File: config.mk
export PLATFORM = sky130hd
export DESIGN_NAME = oam_dma_flat
export DESIGN_NICKNAME = d
export VERILOG_FILES = /design/src/rtl/oam_dma_if.sv /design/src/rtl/oam_dma.sv /design/src/flat_wrapper.sv
export SDC_FILE = /design/constraint.sdc
export NUM_CORES = 1
export LEC_CHECK = 0
export BUFFER_PORTS_ARGS = -buffer_cell sky130_fd_sc_hd__buf_2
export CORE_MARGIN = 3
export CORE_UTILIZATION = 39
export DETAILED_ROUTE_END_ITERATION = 6
export PLACE_DENSITY = 0.76
export SYNTH_ARGS = -nofsm -noshare
export SYNTH_HDL_FRONTEND = slang
export SYNTH_SLANG_ARGS = --single-unit
File: constraint.sdc
create_clock -name clk -period 1.5 [get_ports clk]
set_input_delay 0.225 -clock clk [delete_from_list [all_inputs] [get_ports clk]]
set_output_delay 0.225 -clock clk [all_outputs]
set_load 0.05 [all_outputs]
File: src/rtl/oam_dma_if.sv
// oam_dma_if: CPU register, external bus and OAM port signals of the OAM DMA block
interface oam_dma_if;
  logic       cpu_en;
  logic       reg_write;
  logic [7:0] reg_wdata;
  logic [7:0] reg_rdata;
  logic       bus_req;
  logic [15:0] bus_addr;
  logic [7:0] bus_rdata;
  logic [7:0] cpu_oam_addr;
  logic [7:0] cpu_oam_wdata;
  logic       cpu_oam_write;
  logic [7:0] cpu_oam_rdata;
  logic [7:0] oam_addr;
  logic [7:0] oam_wdata;
  logic       oam_write;
  logic [7:0] oam_rdata;
  logic       dma_active;
  modport master (
    input  cpu_en, reg_write, reg_wdata, bus_rdata, cpu_oam_addr, cpu_oam_wdata, cpu_oam_write, oam_rdata,
    output reg_rdata, bus_req, bus_addr, cpu_oam_rdata, oam_addr, oam_wdata, oam_write, dma_active
  );
  modport slave (
    output cpu_en, reg_write, reg_wdata, bus_rdata, cpu_oam_addr, cpu_oam_wdata, cpu_oam_write, oam_rdata,
    input  reg_rdata, bus_req, bus_addr, cpu_oam_rdata, oam_addr, oam_wdata, oam_write, dma_active
  );
endinterface

File: src/rtl/oam_dma.sv
// oam_dma: FF46 OAM DMA engine and OAM port arbiter.
// Define OAM_DMA_ECHO_MAP_EN to fold source pages E0h-FFh onto C0h-DFh.
module oam_dma #(
  parameter int OAM_SIZE = 160
) (
  input logic       clk,
  input logic       reset,
  oam_dma_if.master bus
);
  typedef enum logic [1:0] {IDLE, START, XFER} state_t;
  localparam logic [7:0] LAST = 8'(OAM_SIZE - 1);
  state_t     state_q, state_d;
  logic [7:0] src_q, src_d, act_q, act_d, n_q, n_d, eff;
  logic       cont_q, cont_d, own_q, own_d, own;
`ifdef OAM_DMA_ECHO_MAP_EN
  assign eff = src_q >= 8'hE0 ? src_q - 8'h20 : src_q;
`else
  assign eff = src_q;
`endif
  // cont marks a START cycle in which a restarted transfer still copies its next byte
  always_comb begin
    state_d = state_q;
    src_d   = src_q;
    act_d   = act_q;
    n_d     = n_q;
    cont_d  = cont_q;
    if (bus.cpu_en) begin
      src_d = bus.reg_write ? bus.reg_wdata : src_q;
      if (bus.reg_write) begin
        state_d = START;
        cont_d  = (state_q == XFER || (state_q == START && cont_q)) && n_q != LAST;
        n_d     = cont_d ? n_q + 8'd1 : 8'd0;
      end else if (state_q == START) begin
        state_d = XFER;
        n_d     = 8'd0;
        act_d   = eff;
        cont_d  = 1'b0;
      end else if (state_q == XFER) begin
        state_d = n_q == LAST ? IDLE : XFER;
        n_d     = n_q == LAST ? 8'd0 : n_q + 8'd1;
      end
    end
    own_d = state_d == XFER || (state_d == START && cont_d);
  end
  always_ff @(posedge clk) begin
    if (reset) begin
      state_q <= IDLE;
      src_q   <= 8'hFF;
      act_q   <= 8'h00;
      n_q     <= 8'h00;
      cont_q  <= 1'b0;
      own_q   <= 1'b0;
    end else begin
      state_q <= state_d;
      src_q   <= src_d;
      act_q   <= act_d;
      n_q     <= n_d;
      cont_q  <= cont_d;
      own_q   <= own_d;
    end
  end
  // reset releases the OAM port at once so the aborted byte is never written
  assign own               = own_q & ~reset;
  assign bus.reg_rdata     = src_q;
  assign bus.bus_req       = own;
  assign bus.bus_addr      = own ? {act_q, n_q} : 16'h0000;
  assign bus.oam_addr      = own ? n_q : bus.cpu_oam_addr;
  assign bus.oam_wdata     = own ? bus.bus_rdata : bus.cpu_oam_wdata;
  assign bus.oam_write     = own | bus.cpu_oam_write;
  assign bus.cpu_oam_rdata = own ? 8'hFF : bus.oam_rdata;
  assign bus.dma_active    = own;
endmodule
File: src/flat_wrapper.sv
// flat-port wrapper written by rule: the top's interface ports become plain ports
module oam_dma_flat 
#(
  parameter int OAM_SIZE = 160
)
  (clk, reset, bus_cpu_en, bus_reg_write, bus_reg_wdata, bus_bus_rdata, bus_cpu_oam_addr, bus_cpu_oam_wdata, bus_cpu_oam_write, bus_oam_rdata, bus_reg_rdata, bus_bus_req, bus_bus_addr, bus_cpu_oam_rdata, bus_oam_addr, bus_oam_wdata, bus_oam_write, bus_dma_active);
  oam_dma_if bus_i ();
  input logic clk;
  input logic reset;
  input wire logic [$bits(bus_i.cpu_en)-1:0] bus_cpu_en;
  input wire logic [$bits(bus_i.reg_write)-1:0] bus_reg_write;
  input wire logic [$bits(bus_i.reg_wdata)-1:0] bus_reg_wdata;
  input wire logic [$bits(bus_i.bus_rdata)-1:0] bus_bus_rdata;
  input wire logic [$bits(bus_i.cpu_oam_addr)-1:0] bus_cpu_oam_addr;
  input wire logic [$bits(bus_i.cpu_oam_wdata)-1:0] bus_cpu_oam_wdata;
  input wire logic [$bits(bus_i.cpu_oam_write)-1:0] bus_cpu_oam_write;
  input wire logic [$bits(bus_i.oam_rdata)-1:0] bus_oam_rdata;
  output wire logic [$bits(bus_i.reg_rdata)-1:0] bus_reg_rdata;
  output wire logic [$bits(bus_i.bus_req)-1:0] bus_bus_req;
  output wire logic [$bits(bus_i.bus_addr)-1:0] bus_bus_addr;
  output wire logic [$bits(bus_i.cpu_oam_rdata)-1:0] bus_cpu_oam_rdata;
  output wire logic [$bits(bus_i.oam_addr)-1:0] bus_oam_addr;
  output wire logic [$bits(bus_i.oam_wdata)-1:0] bus_oam_wdata;
  output wire logic [$bits(bus_i.oam_write)-1:0] bus_oam_write;
  output wire logic [$bits(bus_i.dma_active)-1:0] bus_dma_active;
  assign bus_i.cpu_en = bus_cpu_en;
  assign bus_i.reg_write = bus_reg_write;
  assign bus_i.reg_wdata = bus_reg_wdata;
  assign bus_i.bus_rdata = bus_bus_rdata;
  assign bus_i.cpu_oam_addr = bus_cpu_oam_addr;
  assign bus_i.cpu_oam_wdata = bus_cpu_oam_wdata;
  assign bus_i.cpu_oam_write = bus_cpu_oam_write;
  assign bus_i.oam_rdata = bus_oam_rdata;
  assign bus_reg_rdata = bus_i.reg_rdata;
  assign bus_bus_req = bus_i.bus_req;
  assign bus_bus_addr = bus_i.bus_addr;
  assign bus_cpu_oam_rdata = bus_i.cpu_oam_rdata;
  assign bus_oam_addr = bus_i.oam_addr;
  assign bus_oam_wdata = bus_i.oam_wdata;
  assign bus_oam_write = bus_i.oam_write;
  assign bus_dma_active = bus_i.dma_active;
  oam_dma #(.OAM_SIZE(OAM_SIZE)) u_core (.clk(clk), .reset(reset), .bus(bus_i));
endmodule
Yosys cells after proc, flatten, opt, wreduce, memory -nomap -nowiden --
Cells that the tools add are included.
Storage, ports and cells: register bits after elaboration 28, bits of input ports 45, output and inout port bits 51, logic and storage cells 43
Operators by class: add/sub/neg operators 1, equal/unequal tests 6, muxes and demuxes 17, bitwise operators 4, reduce and logical (&&, ||, !) cells 9
Operator list (number):
- two-way mux 8 bit | 8
- two-way mux 16 bit | 1
- two-way mux 2 bit | 5
- adder 8 x 1 -> 8 bit, second input constant | 1
- == test 8 bit, second input constant | 1
- != test 8 bit, second input constant | 1
- == test 2 x 1 -> 1 bit, second input constant | 2
- == test 2 bit, second input constant | 2
- AND reduction 2 bit | 2
- logical AND 1 bit | 3
- two-way mux 1 bit | 3
- AND reduction 3 bit | 1
- nonzero test 3 bit | 1
- logical OR 1 bit | 2
- NOT 1 bit | 2
- AND 1 bit | 1
- OR 1 bit | 1

Logic depth before layout (Yosys ltp) --
Gate-level depths: netlist of run 1.
word-level depth 9, depth in mapped cells 7, mapped depth without buffers 6

Worst setup path after synthesis of run 1 --
OpenSTA, ideal clock, no wires.
kind reg-to-output, start point register u_core.own_q, end point output port bus_bus_addr[10], arrival time 1718 ps, data required time 1275 ps, path slack -443 ps, cell stages (with the launch flop) 5, buffers on the path 2, path through dfxtp_1 -> nor2b_1 -> clkbuf_1 -> clkbuf_1 -> and2_1
Between the ends: word-level cells in the longest chain between the ends 2
RTL lines:
- start, declared | line oam_dma.sv:14 | logic cont_q, cont_d, own_q, own_d, own;
- start signal, assigned | line oam_dma.sv:59 | own_q <= own_d;
- AND 1 bit | line oam_dma.sv:63 | assign own = own_q & ~reset;
- net bus_bus_req | line flat_wrapper.sv:19 | output wire logic [$bits(bus_i.bus_req)-1:0] bus_bus_req;
- two-way mux 16 bit | line oam_dma.sv:66 | assign bus.bus_addr = own ? {act_q, n_q} : 16'h0000;
- end, declared | line flat_wrapper.sv:20 | output wire logic [$bits(bus_i.bus_addr)-1:0] bus_bus_addr;
The timed path passes the listed nets, and every way through them passes these cells.

Worst setup path in the final report of run 1 --
start point register u_core.own_q, end point output port bus_oam_wdata[5]
Between the ends: word-level cells in the longest chain between the ends 2
RTL lines:
- AND 1 bit | line oam_dma.sv:63
- two-way mux 8 bit | line oam_dma.sv:68 | assign bus.oam_wdata = own ? bus.bus_rdata : bus.cpu_oam_wdata;
- end, declared | line flat_wrapper.sv:23 | output wire logic [$bits(bus_i.oam_wdata)-1:0] bus_oam_wdata;
No other way between the ends.

==> summary.txt, run 1 <==
Run status
  – Status: finished, violations left
  – Failing checks: negative setup slack

Job
  – Max_cap viols: 0

Floorplan
  – I/O pin count: 96
  – Total core area: 3799 um^2
  – Die ar.: 4883 um^2
  – Die X: 69.88 um
  – Initial Utilization: 0.4190
  – Die Y: 69.88 um
  – Row cnt: 22

Logic synthesis
  – Synth top area cells: dfxtp_1 (35%), mux2_2 (11%), and2_1 (6.7%), nand2_1 (5.9%), a211o_1 (4.4%)
  – Ys Warns: 0
  – Syn Nets: 232
  – Netlist cell types: 37
  – Leading area contributor after synthesis: dfxtp_1
  – Synth top area share: 0.3522
  – Syn Area/Cell: 8.557 um^2
  – Seq cells post-synth: 28
  – Synthesized area: 1592 um^2
  – Synth Instances: 186
  – Seq/Total Area, Yosys: 0.3522

Drt
  – Iteration-0 DRC count of the detailed router: 81
  – Routed wire length: 6.186 mm
  – Antenna Violating Nets Remaining: 0
  – Post-route DRC: 0
  – Wirelength per Cell: 17.98 um
  – DR vias: 1,805
  – 1st-pass router iterations: 4
  – Routed vias/inst: 5.247

Global route
  – Global Route Usage Sum: 0.2182
  – Pin count of the biggest net entering global routing: 24
  – Overflow after GRT: 0
  – First-pass GRT wire length: 8.804 mm
  – Initial antenna violation count: 0
  – Vias in the first global route: 1,765

Worst setup path
  – Crit-path max FO: 18
  – Setup CP Type: reg -> out
  – Crit path capture type: output pin
  – Startpoint types: flop
  – CP Data Required Time: 1.27 ns
  – Critical Path AT: 1.47 ns

Power
  – PnR Total Power: 1.999 mW
  – Pwr dens: 713.5 nW/um^2
  – Lkg Pwr: 1.260 nW
  – VDD IR max: 0.0004401 V

Clock network
  – CTS Buffer Depth: 2
  – CTS Sinks: 28
  – Htree depth: 1
  – CTS Buf Count: 3
  – # hold bufs at CTS: 0
  – Clk_lat worst skew: 0.27 ns
  – CTS tree: done
  – CTS root buf: clkbuf_8
  – Worst-path clk slew: 0.09 ns

STA
  – Worst clock skew: 0.002939 ns
  – Final Critical Period: 1.693 ns
  – Final hold slack: 0.2625 ns
  – Post-route clock period utilization: 1.129
  – Final setup fails: 41
  – Slew Viols, Final: 0
  – Fmax: 590.6 MHz
  – Final hold violations: 0
  – Setup ws final: -0.1933 ns
  – Worst slew pin tran: 0.3928 ns
  – Setup TNS: -5.065 ns
  – Slew HR: 0.7381
  – RSZ-0062 raised after global routing: true

Cells and area
  – Final instance area: 2801 um^2
  – Area Overhead vs Synth: 76.02%
  – Commonest cells after routing, fill and taps aside: buf_2 (52), buf_6 (30), nand2_1 (25)
  – Most common cell after layout, fill and taps aside: buf_2
  – Share of cells above drive strength 1: 0.6014
  – Diodes inserted: 0
  – # nets final: 343

Placed design
  – Area after DPL: 2251 um^2
  – RePlAce Congestion: 0.7686
  – PortBufs: 95
  – Post-DP HPWL: 3.610 mm
  – Worst Setup Slack post-DPL: -0.05941 ns

Min path
  – Hold Path Class: in -> reg
[per-stage QoR]
stage / std cells / util
floorplan: 186 / -
global placement: 334 / 0.5926
detailed placement: 334 / 0.5926
CTS: 340 / 0.7078
global route: 344 / 0.7375
finish: 344 / 0.7375
[cell type report]
class / count / area [um^2]
multi-input combinational: 143 / 1074
timing repair buffer: 119 / 1023
fill: 257 / 997.2
sequential: 28 / 565.5
tap: 48 / 60.06
clock buffer: 3 / 41.29
clock inverter: 1 / 30.03
inverter: 2 / 7.507
[worst max-delay path, cell delays in order, from the launching register on]
cell and delay [ns]:
dfxtp_1 0.32, nor2b_4 0.16, buf_12 0.17, mux2_2 0.38, buf_6 0.16
[flip-flops by register name (all words and copies together) (netlist names)]
name	count
u_core.bus.reg_rdata	8
u_core.own_q	1
u_core.n_q	8
u_core.act_q	8
u_core.state_q	2
u_core.cont_q	1
[final timing paths]
check / startpoint / end / slack (ns) / cells past startpoint
hold reg to reg: u_core.act_q[6] / u_core.act_q[6] / 0.46 / 2
hold / removal: bus_reg_wdata[2] / u_core.bus.reg_rdata[2] / 0.26 / 3
setup reg to reg: u_core.n_q[1] / u_core.own_q / -0.08 / 6
setup / recovery: u_core.own_q / bus_oam_wdata[5] / -0.19 / 4
[Yosys cell counts, drive strengths merged]
cell / number
a211o: 8
a211oi: 1
a21oi: 14
a22oi: 1
and2: 17
and2b: 3
and3: 9
and4: 1
and4b: 1
buf: 4
clkbuf: 9
dfxtp: 28
ha: 1
inv: 2
mux2: 16
nand2: 25
nand2b: 1
nand3: 2
nand4: 2
nor2: 9
nor2b: 3
nor3: 1
nor3b: 2
nor4: 1
o21a: 2
o21ai: 5
o31a: 1
o31ai: 1
o32a: 1
or2: 9
or4b: 1
xnor2: 3
xor2: 2
[cells by family after synthesis]
logic type / count (synthesis) / synth area share
AO/OA/AOI/OAI: 34 / 0.1502
XOR/XNOR: 5 / 0.02752
adder cells (fa/ha/maj): 1 / 0.007860
buffers and inverters: 15 / 0.04009
flip-flops: 28 / 0.3522
multiplexers: 16 / 0.1132
AND/OR/NAND/NOR: 87 / 0.3089
[what timing repair did]
item,CTS,global route
setup buffers,1,3
resized for setup,107,20
endpoints found under the setup margin,43,52
cloned,1,1
pin swaps,0,12
[power breakdown]
| group | total (mW) | internal [mW] | switching [mW] | leakage [nW] |
|---|---|---|---|---|
| Clock | 0.583 | 0.357 | 0.226 | 0.0357 |
| Sequential | 0.793 | 0.771 | 0.0213 | 0.230 |
| Combinational | 0.623 | 0.257 | 0.366 | 0.995 |
[per-layer routing]
metal  vias up  global-route usage  wire length, um
met3        18             0.04748              478
li1        860                   -                -
met4         0             0.08085              258
met1       831              0.2524             2364
met2        96              0.3903             3084
met5         -                   0                0
(Power assumes the default switching activity.)
==> run 2, diff against run 1 <==
--- a/config.mk
+++ b/config.mk
@@ -7,9 +7,9 @@
 export LEC_CHECK = 0
 export BUFFER_PORTS_ARGS = -buffer_cell sky130_fd_sc_hd__buf_2
 export CORE_MARGIN = 3
-export CORE_UTILIZATION = 39
+export CORE_UTILIZATION = 43
 export DETAILED_ROUTE_END_ITERATION = 6
-export PLACE_DENSITY = 0.76
+export PLACE_DENSITY = 0.8
 export SYNTH_ARGS = -nofsm -noshare
 export SYNTH_HDL_FRONTEND = slang
 export SYNTH_SLANG_ARGS = --single-unit
==> constraint.sdc (replaced) <==
create_clock -name clk -period 1.65 [get_ports clk]
set_input_delay 0.2475 -clock clk [delete_from_list [all_inputs] [get_ports clk]]
set_output_delay 0.2475 -clock clk [all_outputs]
set_load 0.05 [all_outputs]
==> run 2 against run 1 <==
Effect of this change: the run still ends with negative setup slack left; clock skew is 0.0027 ns higher; die area decreased by 8.5%; critical path depth rose by 1; worst hold slack improved by 0.019 ns; routed wire length rose by 2.5%; first-iteration DRC count up 15%; clock power fell by 26%; final cell count decreased by 2.6%; via count grew 1.9%; register-to-register slack better by 0.11 ns; global-route usage is 0.63 points lower; combinational power shrank 6.7%.
==> summary.txt, run 2 (synthesized netlist as in run 1, its figures left out) <==
Job
  – Max_cap viols: 0 (unchanged)

STA
  – Setup ws final: -0.1047 ns (+0.08859 ns)
  – Final hold violations: 0 (unchanged)
  – Slew Viols, Final: 0 (unchanged)
  – Slew HR: 0.7193 (-0.01885)
  – Final setup fails: 23 (-44%)
  – Post-route clock period utilization: 1.063
  – Final Critical Period: 1.755 ns
  – Worst clock skew: 0.005671 ns (+0.002732 ns)
  – RSZ-0062 raised after global routing: true
  – Final hold slack: 0.2811 ns (+0.01860 ns)
  – Fmax: 569.9 MHz
  – Worst slew pin tran: 0.4211 ns (+0.02828 ns)

Placed design
  – PortBufs: 95 (unchanged)
  – Placed cells: 323 (-3.3%)
  – RePlAce Congestion: 0.7454 (-3.0%)
  – Post-DP HPWL: 3.137 mm (-13%)

Drt
  – Antenna Violating Nets Remaining: 0 (unchanged)
  – Iteration-0 DRC count of the detailed router: 93 (+15%)
  – Routed vias/inst: 5.493 (+4.7%)
  – DR vias: 1,840 (+1.9%)
  – 1st-pass router iterations: 4 (unchanged)
  – Post-route DRC: 0 (unchanged)
  – Wirelength per Cell: 18.93 um (+5.3%)
  – Routed wire length: 6.342 mm (+2.5%)

Cells and area
  – Share of cells above drive strength 1: 0.5694 (-0.03191)
  – Most common cell after layout, fill and taps aside: buf_2
  – Fillers: 170 (-34%)
  – Commonest cells after routing, fill and taps aside: buf_2 (54), buf_8 (28), nand2_1 (25)
  – Register area: 566.8 um^2 (+0.22%)
  – Fin cells: 335 (-2.6%)
  – Area Overhead vs Synth: 76.97%
  – # nets final: 335 (-2.3%)
  – Area of the multi-input gates: 1086 um^2 (+1.2%)

Power
  – VDD IR max: 0.0007926 V (+80%)
  – Pwr dens: 615.9 nW/um^2 (-14%)
  – Lkg Pwr: 1.274 nW (+1.1%)

Floorplan
  – Row cnt: 21 (-4.5%)
  – Die X: 66.84 um (-4.4%)
  – Die Y: 66.84 um (-4.4%)
  – Total core area: 3442 um^2 (-9.4%)
  – Initial Utilization: 0.4624 (+0.04340)
  – I/O pin count: 96 (unchanged)
  – Die ar.: 4467 um^2 (-8.5%)

Worst setup path
  – Worst Reg-to-Reg Cells: 5 (-1)
  – Crit path to: bus_oam_addr[0]
  – Critical Path AT: 1.51 ns (+0.04 ns)
  – R2r startpoint: u_core.state_q[1]
  – Setup CP Type: reg -> out
  – Startpoint types: flop
  – R2R Path End: u_core.n_q[4]
  – Critical path origin: u_core.own_q
  – Crit-path max FO: 6 (-12)
  – R2R setup slack: 0.03 ns (+0.11 ns)
  – Crit path capture type: output pin
  – CP Data Required Time: 1.40 ns (+0.13 ns)

Global route
  – Pin count of the biggest net entering global routing: 24 (unchanged)
  – Overflow after GRT: 0 (unchanged)
  – First-pass GRT wire length: 7.224 mm (-18%)
  – Vias in the first global route: 1,601 (-9.3%)
  – Global Route Usage Sum: 0.2120 (-0.006264)
  – Initial antenna violation count: 0 (unchanged)

Run status
  – Failing checks: negative setup slack
  – Status: finished, violations left

Clock network
  – CTS tree: done
  – CTS Buffer Depth: 2 (unchanged)
  – CTS Sinks: 28 (unchanged)
  – CTS Buf Count: 3 (unchanged)
  – # hold bufs at CTS: 0 (unchanged)
  – Worst-path clk slew: 0.09 ns (about the same)
  – Htree depth: 1 (unchanged)
  – Clk_lat worst skew: 0.28 ns (about the same)
  – CTS root buf: clkbuf_8

Min path
  – Hold Path Class: in -> reg
==> run 2: final cells by class <==
class,instances,area share
antenna,1,0.0008885
clock buffer,4,0.01955
inverter,2,0.002665
multi-input combinational,143,0.3856
sequential,28,0.2012
tap,46,0.02044
timing repair buffer,111,0.3696
==> run 2: repair_timing <==
item	in CTS	in global routing
cloned	1	3
resized for setup	76	79
setup endpoints to repair	24	51
buffers inserted	0	3
pin swaps	0	2
==> run 2: worst min-delay path by stage <==
stage | from | endpoint | slack [ns] | depth (start not counted)
2_1_floorplan | reset | u_core.state_q[0] | 0.32 | 1
3_3_place_gp | u_core.act_q[5] | u_core.act_q[5] | 0.44 | 2
3_5_place_dp | u_core.act_q[0] | u_core.act_q[0] | 0.44 | 2
4_1_cts | bus_reg_wdata[5] | u_core.bus.reg_rdata[5] | 0.28 | 3
5_1_grt | bus_reg_wdata[0] | u_core.bus.reg_rdata[0] | 0.30 | 3
6_report | bus_reg_wdata[5] | u_core.bus.reg_rdata[5] | 0.28 | 3
==> run 2: worst max-delay path, cell delays in order, from the launching register on <==
cell       delay, ns
dfxtp_2         0.32
nor2b_4         0.14
buf_12          0.14
clkbuf_16       0.15
mux2_4          0.31
buf_8           0.15
==> run 2: power by group <==
group | switching, mW | total, mW | internal (mW)
sequential | 0.0213 | 0.723 | 0.701
clock | 0.216 | 0.430 | 0.214
combinational | 0.333 | 0.581 | 0.249
total | 0.570 | 1.73 | 1.16
==> run 2: routing by layer <==
metal  part of all wire  wire length (um)  track usage
met1               0.35              2240       0.2312
met2               0.53              3342       0.4084
met3              0.085               536      0.04553
met4              0.035               223      0.05076
met5                  0                 0            0
==> run 2: through the flow <==
| stage | utilization | setup TNS [ns] | setup slack (ns) | power [mW] | cell area (um^2) |
|---|---|---|---|---|---|
| finish | 0.8182 | -1.603 | -0.1047 | 1.735 | 2816 |
| global route | 0.8175 | -2.632 | -0.1382 | 1.782 | 2814 |
| CTS | 0.7230 | -1.642 | -0.09328 | 1.647 | 2489 |
| detailed placement | 0.6281 | -0.007961 | -0.007961 | 1.165 | 2162 |
| global placement | 0.6281 | 0 | 0.04746 | 1.159 | 2162 |
| floorplan | - | 0 | 0.02427 | 1.042 | 1604 |
